===== config.mk =====
export PLATFORM = sky130hd
export DESIGN_NAME = sram_frame_reader
export DESIGN_NICKNAME = d
export VERILOG_FILES = /design/src/rtl/sram_frame_reader.sv
export SDC_FILE = /design/constraint.sdc
export NUM_CORES = 1
export LEC_CHECK = 0
export BUFFER_PORTS_ARGS = -buffer_cell sky130_fd_sc_hd__buf_2
export CAP_MARGIN = 30
export CORE_UTILIZATION = 55
export DETAILED_ROUTE_END_ITERATION = 16
export PLACE_DENSITY = 0.75
export SYNTH_ARGS = -nofsm -noshare
export SYNTH_HDL_FRONTEND = slang
export SYNTH_SLANG_ARGS = --single-unit
export TNS_END_PERCENT = 10

===== constraint.sdc =====
create_clock -name clk -period 3.1 [get_ports clk]
set_clock_uncertainty 0.05 [all_clocks]
set_input_delay 0.155 -clock clk [delete_from_list [all_inputs] [get_ports clk]]
set_output_delay 0.155 -clock clk [all_outputs]
set_load 0.05 [all_outputs]

===== src/rtl/sram_frame_reader.sv =====
// sram_frame_reader: fetches a stored frame over the SRAM mux B port and shifts it out as an SPI mode-0 slave.
// Optional SPI_HEADER_EN prepends the 0xA5,0x5A header to each session.
module sram_frame_reader #(
   parameter int ADDR_W      = 20,
   parameter int FRAME_WORDS = 76800,
   parameter int SYNC_STAGES = 2
) (
   input  logic              clk,
   input  logic              reset_n,
   input  logic              spi_clk,
   input  logic              spi_select,
   output logic              spi_miso,
   output logic              rd_start_n,
   output logic              rd_rw,
   output logic [ADDR_W-1:0] rd_addr,
   input  logic [15:0]       rd_data,
   input  logic              rd_ready,
   output logic              bus_req,
   output logic              frame_done,
   output logic              underrun
);

`ifdef SPI_HEADER_EN
   localparam bit HEADER = 1'b1;
`else
   localparam bit HEADER = 1'b0;
`endif
   localparam logic [ADDR_W-1:0] LAST = ADDR_W'(FRAME_WORDS - 1);

   typedef enum logic [2:0] {IDLE, ISSUE, WAIT_BUSY, WAIT_DATA, FULL} state_t;
   state_t state, state_nxt;

   logic [SYNC_STAGES-1:0] sck_sync, sel_sync;
   logic                   sck_prev, sel_prev, sck_fall, sel_fall, sel_rise;
   logic                   active, run, live, drop, primed, is_data;
   logic                   capture, keep, load, take, starve;
   logic [15:0]            buf_q, shreg;
   logic [3:0]             bit_cnt;
   logic [ADDR_W-1:0]      word_idx;

   function automatic logic [ADDR_W-1:0] inc(input logic [ADDR_W-1:0] a);
      return (a == LAST) ? '0 : a + 1'b1;
   endfunction

   // synchronize SCK and select, keeping one extra sample for edge detection
   always_ff @(posedge clk or negedge reset_n)
      if (!reset_n) begin
         sck_sync <= '0;
         sel_sync <= '1;
         sck_prev <= 1'b0;
         sel_prev <= 1'b1;
      end else begin
         sck_sync <= {sck_sync[SYNC_STAGES-2:0], spi_clk};
         sel_sync <= {sel_sync[SYNC_STAGES-2:0], spi_select};
         sck_prev <= sck_sync[SYNC_STAGES-1];
         sel_prev <= sel_sync[SYNC_STAGES-1];
      end

   assign sck_fall = sck_prev & ~sck_sync[SYNC_STAGES-1];
   assign sel_fall = sel_prev & ~sel_sync[SYNC_STAGES-1];
   assign sel_rise = ~sel_prev & sel_sync[SYNC_STAGES-1];
   assign run      = active & ~sel_rise;
   assign capture  = (state == WAIT_DATA) & rd_ready;
   assign load     = run & ((~HEADER & ~primed & (state == FULL)) | (primed & sck_fall & (bit_cnt == 4'd15)));
   assign take     = load & (state == FULL);
   assign starve   = load & (state != FULL);
   assign keep     = live & ~drop & ~starve & run;

   // session flag: set by select falling, cleared by select rising
   always_ff @(posedge clk or negedge reset_n)
      if (!reset_n) active <= 1'b0;
      else active <= sel_fall ? 1'b1 : sel_rise ? 1'b0 : active;

   assign bus_req = active;
   assign rd_rw   = 1'b1;

   // fetch FSM state register
   always_ff @(posedge clk or negedge reset_n)
      if (!reset_n) state <= IDLE;
      else state <= state_nxt;

   // fetch FSM next state; a capture that is stale or already skipped returns to IDLE
   always_comb begin
      state_nxt = state;
      case (state)
         IDLE:      if (run | sel_fall) state_nxt = ISSUE;
         ISSUE:     state_nxt = WAIT_BUSY;
         WAIT_BUSY: if (!rd_ready) state_nxt = WAIT_DATA;
         WAIT_DATA: if (rd_ready) state_nxt = keep ? FULL : IDLE;
         FULL:      if (take | ~run) state_nxt = IDLE;
         default:   state_nxt = IDLE;
      endcase
   end

   // fetch FSM outputs
   always_comb rd_start_n = (state != ISSUE);

   // address, prefetch buffer, and tags marking the in-flight fetch as current or skipped
   always_ff @(posedge clk or negedge reset_n)
      if (!reset_n) begin
         rd_addr <= '0;
         buf_q   <= '0;
         live    <= 1'b0;
         drop    <= 1'b0;
      end else begin
         rd_addr <= sel_fall ? '0 : (capture & live) ? inc(rd_addr) : rd_addr;
         buf_q   <= (capture & keep) ? rd_data : buf_q;
         live    <= (sel_fall | sel_rise) ? 1'b0 : (state == ISSUE) ? 1'b1 : live;
         drop    <= (sel_fall | sel_rise | capture) ? 1'b0 : starve ? 1'b1 : drop;
      end

   // output shifter: loads a word (or zeros on starvation) and advances on each SCK fall
   always_ff @(posedge clk or negedge reset_n)
      if (!reset_n) begin
         shreg    <= '0;
         bit_cnt  <= '0;
         primed   <= 1'b0;
         is_data  <= 1'b0;
         word_idx <= '0;
      end else if (sel_fall) begin
         shreg    <= HEADER ? 16'hA55A : 16'h0000;
         bit_cnt  <= '0;
         primed   <= HEADER;
         is_data  <= ~HEADER;
         word_idx <= '0;
      end else if (!run) begin
         shreg   <= '0;
         bit_cnt <= '0;
         primed  <= 1'b0;
      end else if (load) begin
         shreg    <= take ? buf_q : 16'h0000;
         bit_cnt  <= '0;
         primed   <= 1'b1;
         is_data  <= 1'b1;
         word_idx <= (primed & is_data) ? inc(word_idx) : '0;
      end else if (primed & sck_fall) begin
         shreg   <= {shreg[14:0], 1'b0};
         bit_cnt <= bit_cnt + 4'd1;
      end

   assign spi_miso = shreg[15];

   // end-of-frame pulse and sticky starvation flag
   always_ff @(posedge clk or negedge reset_n)
      if (!reset_n) begin
         frame_done <= 1'b0;
         underrun   <= 1'b0;
      end else begin
         frame_done <= run & primed & is_data & sck_fall & (bit_cnt == 4'd15) & (word_idx == LAST);
         underrun   <= sel_fall ? 1'b0 : starve ? 1'b1 : underrun;
      end

endmodule


==> results of run 1 <==
Yosys cell counts, drive strengths merged (4+ instances only):
library cell	n	area (µm²)
nor4	4	31.3
nand2	56	215
xnor2	6	52.6
and3	4	25.0
inv	8	30.0
nand4	13	81.3
o311ai	4	57.6
or3	7	43.8
a31o	4	35.0
dfrtp	89	2230
clkbuf	13	48.8
a31oi	22	138
o31ai	5	47.5
mux2	16	214
o22ai	4	38.8
a21oi	13	72.6
a21o	6	45.0
nor3	13	70.1
nand3	27	140
xor2	8	70.1
a21boi	16	120
o21ai	28	140
nor2	33	124
buf	10	91.3
ha	5	62.6
flip-flops by register name, indices dropped and copies added, names as in the netlist:
signal / flops
sck_sync: 2
primed: 1
buf_q: 16
frame_done: 1
state: 3
bit_cnt: 4
sel_sync: 2
drop: 1
sel_prev: 1
shreg: 16
word_idx: 20
rd_addr: 20
is_data: 1
underrun: 1
bus_req: 1
live: 1
sck_prev: 1
worst max-delay path: stages (launching register included):
cell	delay, ns
sky130_fd_sc_hd__dfrtp_1	0.49
sky130_fd_sc_hd__or3b_4	0.46
sky130_fd_sc_hd__o22ai_4	0.37
sky130_fd_sc_hd__and2_1	0.44
sky130_fd_sc_hd__nand2_2	0.28
sky130_fd_sc_hd__o311ai_1	0.34
where the power goes:
group          internal (mW)  switching [mW]  leakage, nW
logic                  0.121           0.146        0.973
registers               1.27          0.0718         1.25
clock network          0.373           0.431       0.0927
cell type report:
| class | count | area, µm² |
|---|---|---|
| inverter | 8 | 30.0 |
| clock inverter | 6 | 63.8 |
| multi-input combinational | 336 | 2190 |
| fill | 673 | 2860 |
| sequential | 92 | 2310 |
| clock buffer | 10 | 128 |
| tap | 105 | 131 |
| timing repair buffer | 76 | 510 |
logic make-up (layout without fill, tap and decap cells):
family          count (synthesis)  in the layout  share of synthesized area
other cells                     1              1                   0.000804
flops                          92             92                      0.494
simple gates                  183            183                      0.207
mux                            17             17                     0.0480
xor+xnor                       14             14                     0.0263
fa+ha+maj                       5              5                     0.0134
buf+inv                        31            100                     0.0365
compound gates                116            116                      0.174
how the worst max path moves through the flow:
stage	startpoint	end	slack [ns]
2_1_floorplan	rd_addr[0]$_DFFE_PN0P_	rd_addr[9]$_DFFE_PN0P_	0.85
3_3_place_gp	sel_sync[1]$_DFF_PN1_	word_idx[3]$_DFFE_PN0P_	0.68
3_5_place_dp	state[1]$_DFFE_PN0P_	word_idx[3]$_DFFE_PN0P_	0.57
4_1_cts	state[1]$_DFFE_PN0P_	word_idx[3]$_DFFE_PN0P_	0.58
5_1_grt	sel_sync[1]$_DFF_PN1_	word_idx[3]$_DFFE_PN0P_	0.38
6_report	state[1]$_DFFE_PN0P_	word_idx[3]$_DFFE_PN0P_	0.56
routing by layer:
layer,vias up,share of wire,track usage
li1,1799,-,-
met1,1859,0.47,0.370
met2,123,0.48,0.382
met3,6,0.046,0.0316
met4,0,0.0074,0.0808
met5,-,0,0
through the flow:
| step | cells | total power [mW] | hold slack, ns | utilization |
|---|---|---|---|---|
| 2_1_floorplan | 459 | 1.54 | -0.191 | - |
| 5_1_grt | 633 | 2.51 | 0.305 | 0.652 |
| 4_1_cts | 633 | 2.43 | 0.308 | 0.652 |
| 3_3_place_gp | 597 | 1.60 | 0.189 | 0.605 |
| 6_report | 633 | 2.41 | 0.306 | 0.652 |
| 3_5_place_dp | 597 | 1.61 | 0.195 | 0.605 |
repair_timing:
action / 4_1_cts / 5_1_grt
hold buffers: 20 / 0
resized for setup: 0 / 0
setup buffers: 0 / 0
hold endpoints to repair: 69 / 0
==> key figures, run 1 <==
Run status
  • Result of the run: finished clean

Critical path
  • Capturing point of the worst reg2reg path: word_idx[3]$_DFFE_PN0P_
  • Arrival time reported for the critical path endpoint: between 2 and 3 ns
  • Beginning of the worst register-to-register path: state[1]$_DFFE_PN0P_
  • Launching element type of the critical path: register
  • FF-to-FF setup slack: between 0.5 and 0.6 ns
  • Critical path peak fanout: 18
  • Crit. End Element: register
  • Worst endpoint required time: 3.30 ns
  • Count of cells along the worst register-to-register path: 5
  • Worst setup path class: register to register

Clock tree
  • Number of CTS-inserted buffers: 9
  • CTS tree: built
  • Maximum root-to-sink buffer count: 2
  • Clock transition at the register clock pins on the worst setup and hold paths after CTS: approximately 0.10 ns
  • CTS root buffer: sky130_fd_sc_hd__clkbuf_8
  • Maximum level of the CTS H-tree: 3
  • TritonCTS Sinks: 92
  • Insertion delay of the later-clocked pin in the worst-skew pair: 0.36 ns

STA
  • Transition time at the pin with the least slew margin: 0.872 ns
  • Worst max-slew margin expressed relative to the limit: 0.419
  • Min setup slack post-route: 0.564 ns
  • Final worst-path cycle share: 0.818
  • Hold Vio Cnt, Final: 0
  • Number of pins exceeding their max-slew limit in the final report: 0
  • Total negative slack for setup checks: 0 ns
  • Final setup violating endpoints: 0
  • Minimum period implied by the final worst setup slack: 2.54 ns
  • Maximum clock frequency: 394 MHz
  • Unrepaired setup endpoints after global routing: no

Finish
  • Design Area, Final: between 0.005 and 0.006 mm²
  • Final #Nets: approximately 550
  • Number of diodes: 0
  • Commonest cells after routing, fill and taps aside: sky130_fd_sc_hd__dfrtp_1, sky130_fd_sc_hd__nand2_1, sky130_fd_sc_hd__buf_2
  • Most frequent standard cell in the layout excluding fill and tap cells: sky130_fd_sc_hd__dfrtp_1
  • Signed area change from the synthesized netlist to the final layout: 14.9%
  • Layout cells sized above 1: 0.214

Floorplanning
  • Floorplan die height: 94.1 µm
  • Cell row count: 33
  • Ports placed on the boundary: 47
  • Effective utilization at floorplan: 0.568
  • Overall die width: 94.1 µm
  • Core area: 0.00822 mm²
  • Total Die Area: 0.00886 mm²

Global route
  • Maximum number of pins on one net before global-route repair: 56
  • Total congestion overflow: 0
  • Vias in the first global route: approximately 3,500
  • GRT Total Usage: 0.250
  • Number of antenna violations at the first check in global routing: 0
  • First-pass GRT wire length: 17,200 µm

Detailed routing
  • Post-route ant nets: 0
  • Wire length per cell: 16.4 µm
  • DRC violation count after routing: 0
  • Pre-Repair DR Iteration Count: 4
  • Detailed Route WL: roughly 10,000 µm
  • Overall via count from detail_route: 3,787
  • DRC marker count from the first detailed-route iteration: 286
  • Mean number of vias per cell: 5.98

Placement
  • Routability Congestion: 0.903
  • Placement-stage cell area: 0.00497 mm²
  • Total half-perimeter wirelength after legalization and detailed placement: between 6000 and 7000 µm
  • Post-Place Worst Slack: 0.570 ns
  • Number of I/O port buffers: 45

Logic synthesis
  • Fraction of the yosys area taken by sequential cells: 0.494
  • Proportion of register bits with asynchronous set or reset after synthesis: 1.00
  • Warnings from Yosys: 0
  • Post-Synthesis Net Count: roughly 490
  • Number of flip-flops and latches in the synthesized netlist: 92
  • Number of library cell types mapped by synthesis: 71
  • Number of synthesized flops with an enable pin: 0
  • Most used DFF post-synth: sky130_fd_sc_hd__dfrtp_1
  • Netlist area before placement: 0.00467 mm²
  • Mean instance size in the synthesized netlist: 10.2 µm²
  • Gate count of the mapped netlist: 459

Min path
  • Worst hold path type: register to register
  • Worst Hold Path EP: sel_sync[1]$_DFF_PN1_
  • Hold_sp: sel_sync[0]$_DFF_PN1_
  • Number of stages on the worst hold path: 0

Power
  • Pleak: approximately 2.3 nW
  • Maximum vdd drop: 0.000288 V
  • Pwr dens: 450 mW/mm²

Job
  • Max capacitance violation total: 0
Note: power is estimated with default switching activity, not from simulation.
==> run 2: changes to the inputs <==
--- a/config.mk
+++ b/config.mk
@@ -7,9 +7,9 @@
 export LEC_CHECK = 0
 export BUFFER_PORTS_ARGS = -buffer_cell sky130_fd_sc_hd__buf_2
 export CAP_MARGIN = 30
-export CORE_UTILIZATION = 55
+export CORE_UTILIZATION = 53
 export DETAILED_ROUTE_END_ITERATION = 16
-export PLACE_DENSITY = 0.75
+export PLACE_DENSITY = 0.76
 export SYNTH_ARGS = -nofsm -noshare
 export SYNTH_HDL_FRONTEND = slang
 export SYNTH_SLANG_ARGS = --single-unit
==> constraint.sdc (replaced) <==
create_clock -name clk -period 2.3 [get_ports clk]
set_clock_uncertainty 0.05 [all_clocks]
set_input_delay 0.115 -clock clk [delete_from_list [all_inputs] [get_ports clk]]
set_output_delay 0.115 -clock clk [all_outputs]
set_load 0.05 [all_outputs]
==> key figures, run 2 (synthesis results as in run 1) <==
Detailed routing
  • DRC violation count after routing: 0 (unchanged)
  • Mean number of vias per cell: 5.99 (was 5.98)
  • DRC marker count from the first detailed-route iteration: 161 (was 286)
  • Overall via count from detail_route: 3,844 (was 3,787)
  • Detailed Route WL: 10,400 µm (about the same)
  • Post-route ant nets: 0 (unchanged)
  • Wire length per cell: 16.2 µm (was 16.4 µm)
  • Pre-Repair DR Iteration Count: 5 (was 4)

Placement
  • Placement-stage cell area: 0.00506 mm² (was 0.00497 mm²)
  • Post-Place Worst Slack: 0.141 ns (was 0.570 ns)
  • Total half-perimeter wirelength after legalization and detailed placement: 7010 µm (was 6800 µm)
  • Number of I/O port buffers: 45 (unchanged)
  • Routability Congestion: 0.954 (was 0.903)

Floorplanning
  • Core area: 0.00838 mm² (was 0.00822 mm²)
  • Total Die Area: 0.00919 mm² (was 0.00886 mm²)
  • Effective utilization at floorplan: 0.557 (was 0.568)
  • Overall die width: 95.8 µm (was 94.1 µm)
  • Cell row count: 33 (unchanged)
  • Floorplan die height: 95.8 µm (was 94.1 µm)
  • Ports placed on the boundary: 47 (unchanged)

STA
  • Minimum period implied by the final worst setup slack: 2.20 ns (was 2.54 ns)
  • Final setup violating endpoints: 0 (unchanged)
  • Min setup slack post-route: 0.102 ns (was 0.564 ns)
  • Final worst-path cycle share: 0.956 (was 0.818)
  • Transition time at the pin with the least slew margin: 0.614 ns (was 0.872 ns)
  • Total negative slack for setup checks: 0 ns (unchanged)
  • Hold Vio Cnt, Final: 0 (unchanged)
  • Maximum clock frequency: 455 MHz (was 394 MHz)
  • Worst max-slew margin expressed relative to the limit: 0.591 (was 0.419)
  • Min Hold Slack: 0.205 ns (was 0.306 ns)
  • Unrepaired setup endpoints after global routing: no (unchanged)
  • Number of pins exceeding their max-slew limit in the final report: 0 (unchanged)

Clock tree
  • Maximum root-to-sink buffer count: 2 (unchanged)
  • Insertion delay of the later-clocked pin in the worst-skew pair: 0.36 ns (about the same)
  • CTS root buffer: sky130_fd_sc_hd__clkbuf_8 (unchanged)
  • Number of CTS-inserted buffers: 9 (unchanged)
  • Clock transition at the register clock pins on the worst setup and hold paths after CTS: 0.09 ns (was 0.10 ns)
  • Maximum level of the CTS H-tree: 3 (unchanged)
  • CTS tree: built (unchanged)
  • TritonCTS Sinks: 92 (unchanged)

Job
  • Max capacitance violation total: 0 (unchanged)

Finish
  • Number of diodes: 0 (unchanged)
  • Final #Nets: 558 (was 549)
  • Most frequent standard cell in the layout excluding fill and tap cells: sky130_fd_sc_hd__dfrtp_1 (unchanged)
  • Signed area change from the synthesized netlist to the final layout: 16.8% (was 14.9%)
  • Design Area, Final: 0.00545 mm² (was 0.00536 mm²)
  • Layout cells sized above 1: 0.231 (was 0.214)
  • Top flop regs: rd_addr (20), word_idx (20) (unchanged)
  • Commonest cells after routing, fill and taps aside: sky130_fd_sc_hd__dfrtp_1, sky130_fd_sc_hd__nand2_1, sky130_fd_sc_hd__buf_2 (unchanged)

Global route
  • First-pass GRT wire length: 17,300 µm (was 17,200 µm)
  • Total congestion overflow: 0 (unchanged)
  • Vias in the first global route: 3,612 (was 3,502)
  • Number of antenna violations at the first check in global routing: 0 (unchanged)
  • GRT Total Usage: 0.245 (was 0.250)
  • Maximum number of pins on one net before global-route repair: 58 (was 56)

Power
  • Maximum vdd drop: 0.000327 V (was 0.000288 V)
  • Pwr dens: 590 mW/mm² (was 450 mW/mm²)
  • Pleak: 2.36 nW (was 2.32 nW)
  • Total power of the final layout: 3.22 mW (was 2.41 mW)

Critical path
  • Most common cell type on the critical path: sky130_fd_sc_hd__or3_1
  • Worst setup path class: register to register (unchanged)
  • Largest stage delay on the critical path: 0.46 ns (was 0.49 ns)
  • Cell Chain, Critical Path: ha_1 > nand4_1 > or3_1 > or3_1 > a31o_2 > o2bb2ai_1 (was or3b_4 > o22ai_4 > and2_1 > nand2_2 > o311ai_1)
  • Launching element type of the critical path: register (unchanged)
  • Worst endpoint required time: 2.49 ns (was 3.30 ns)
  • Crit. End Element: register (unchanged)
  • Critical path peak fanout: 5 (was 18)
  • Standard cell with the maximum stage delay on the critical path: sky130_fd_sc_hd__or3_1 (was sky130_fd_sc_hd__dfrtp_1)
  • Family with the most delay on the worst path: simple AND/OR/NAND/NOR gates (unchanged)
  • Critical path buffers and inverters: 0 (unchanged)
  • Arrival time reported for the critical path endpoint: 2.39 ns (was 2.74 ns)

Run status
  • Result of the run: finished clean (unchanged)

Min path
  • Worst hold path type: input pin to async pin (was register to register)
==> run 2: repair_timing <==
action,in CTS,in global routing
setup endpoints to repair,0,5
buffers inserted,0,0
hold buffers,20,0
resized for setup,0,1
endpoints found under the hold margin,54,0
==> run 2: where the power goes <==
group / total (mW) / internal (mW) / switching, mW / leakage (nW)
clock: 1.03 / 0.432 / 0.602 / 0.0868
sequential: 1.79 / 1.71 / 0.0759 / 1.25
combinational: 0.395 / 0.179 / 0.216 / 1.02
==> run 2: worst reg2reg max path, stage by stage, from the launching register on <==
cell and delay, ns:
sky130_fd_sc_hd__dfrtp_1 0.42, sky130_fd_sc_hd__ha_1 0.22, sky130_fd_sc_hd__nand4_1 0.17, sky130_fd_sc_hd__or3_1 0.46
sky130_fd_sc_hd__or3_1 0.40, sky130_fd_sc_hd__a31o_2 0.25, sky130_fd_sc_hd__o2bb2ai_1 0.11
==> run 2: final cells by class <==
cell class / instances / area, µm²
Inverter: 8 / 30.0
Clock buffer: 10 / 138
Multi-Input combinational cell: 336 / 2200
Tap cell: 105 / 131
Timing Repair Buffer: 85 / 603
Fill cell: 660 / 2930
Clock inverter: 6 / 47.5
Sequential cell: 92 / 2310
==> run 2: final timing paths <==
kind	from	end	slack, ns	cells after the start
setup / recovery	word_idx[0]$_DFFE_PN0P_	word_idx[18]$_DFFE_PN0P_	0.10	6
hold / removal	reset_n	sck_sync[0]$_DFF_PN0_	0.21	2
setup reg to reg	word_idx[0]$_DFFE_PN0P_	word_idx[18]$_DFFE_PN0P_	0.10	6
hold reg to reg	sck_sync[0]$_DFF_PN0_	sck_sync[1]$_DFF_PN0_	0.31	0
max in group asynchronous	reset_n	sel_prev$_DFF_PN1_	1.29	3
min in group clk	sck_sync[0]$_DFF_PN0_	sck_sync[1]$_DFF_PN0_	0.31	0
==> run 2: routing by layer <==
layer  vias up  track usage  share of wire  wire (µm)
met2       114        0.386           0.47       4890
met3        24       0.0379          0.039        411
met5         -            0              0          0
li1       1821            -              -          -
met1      1885        0.343           0.47       4920
met4         0       0.0920          0.018        189
==> run 2: metrics by stage <==
stage	utilization	instances
floorplan	-	459
global placement	0.604	606
detailed placement	0.604	606
CTS	0.650	642
global route	0.650	642
finish	0.650	642
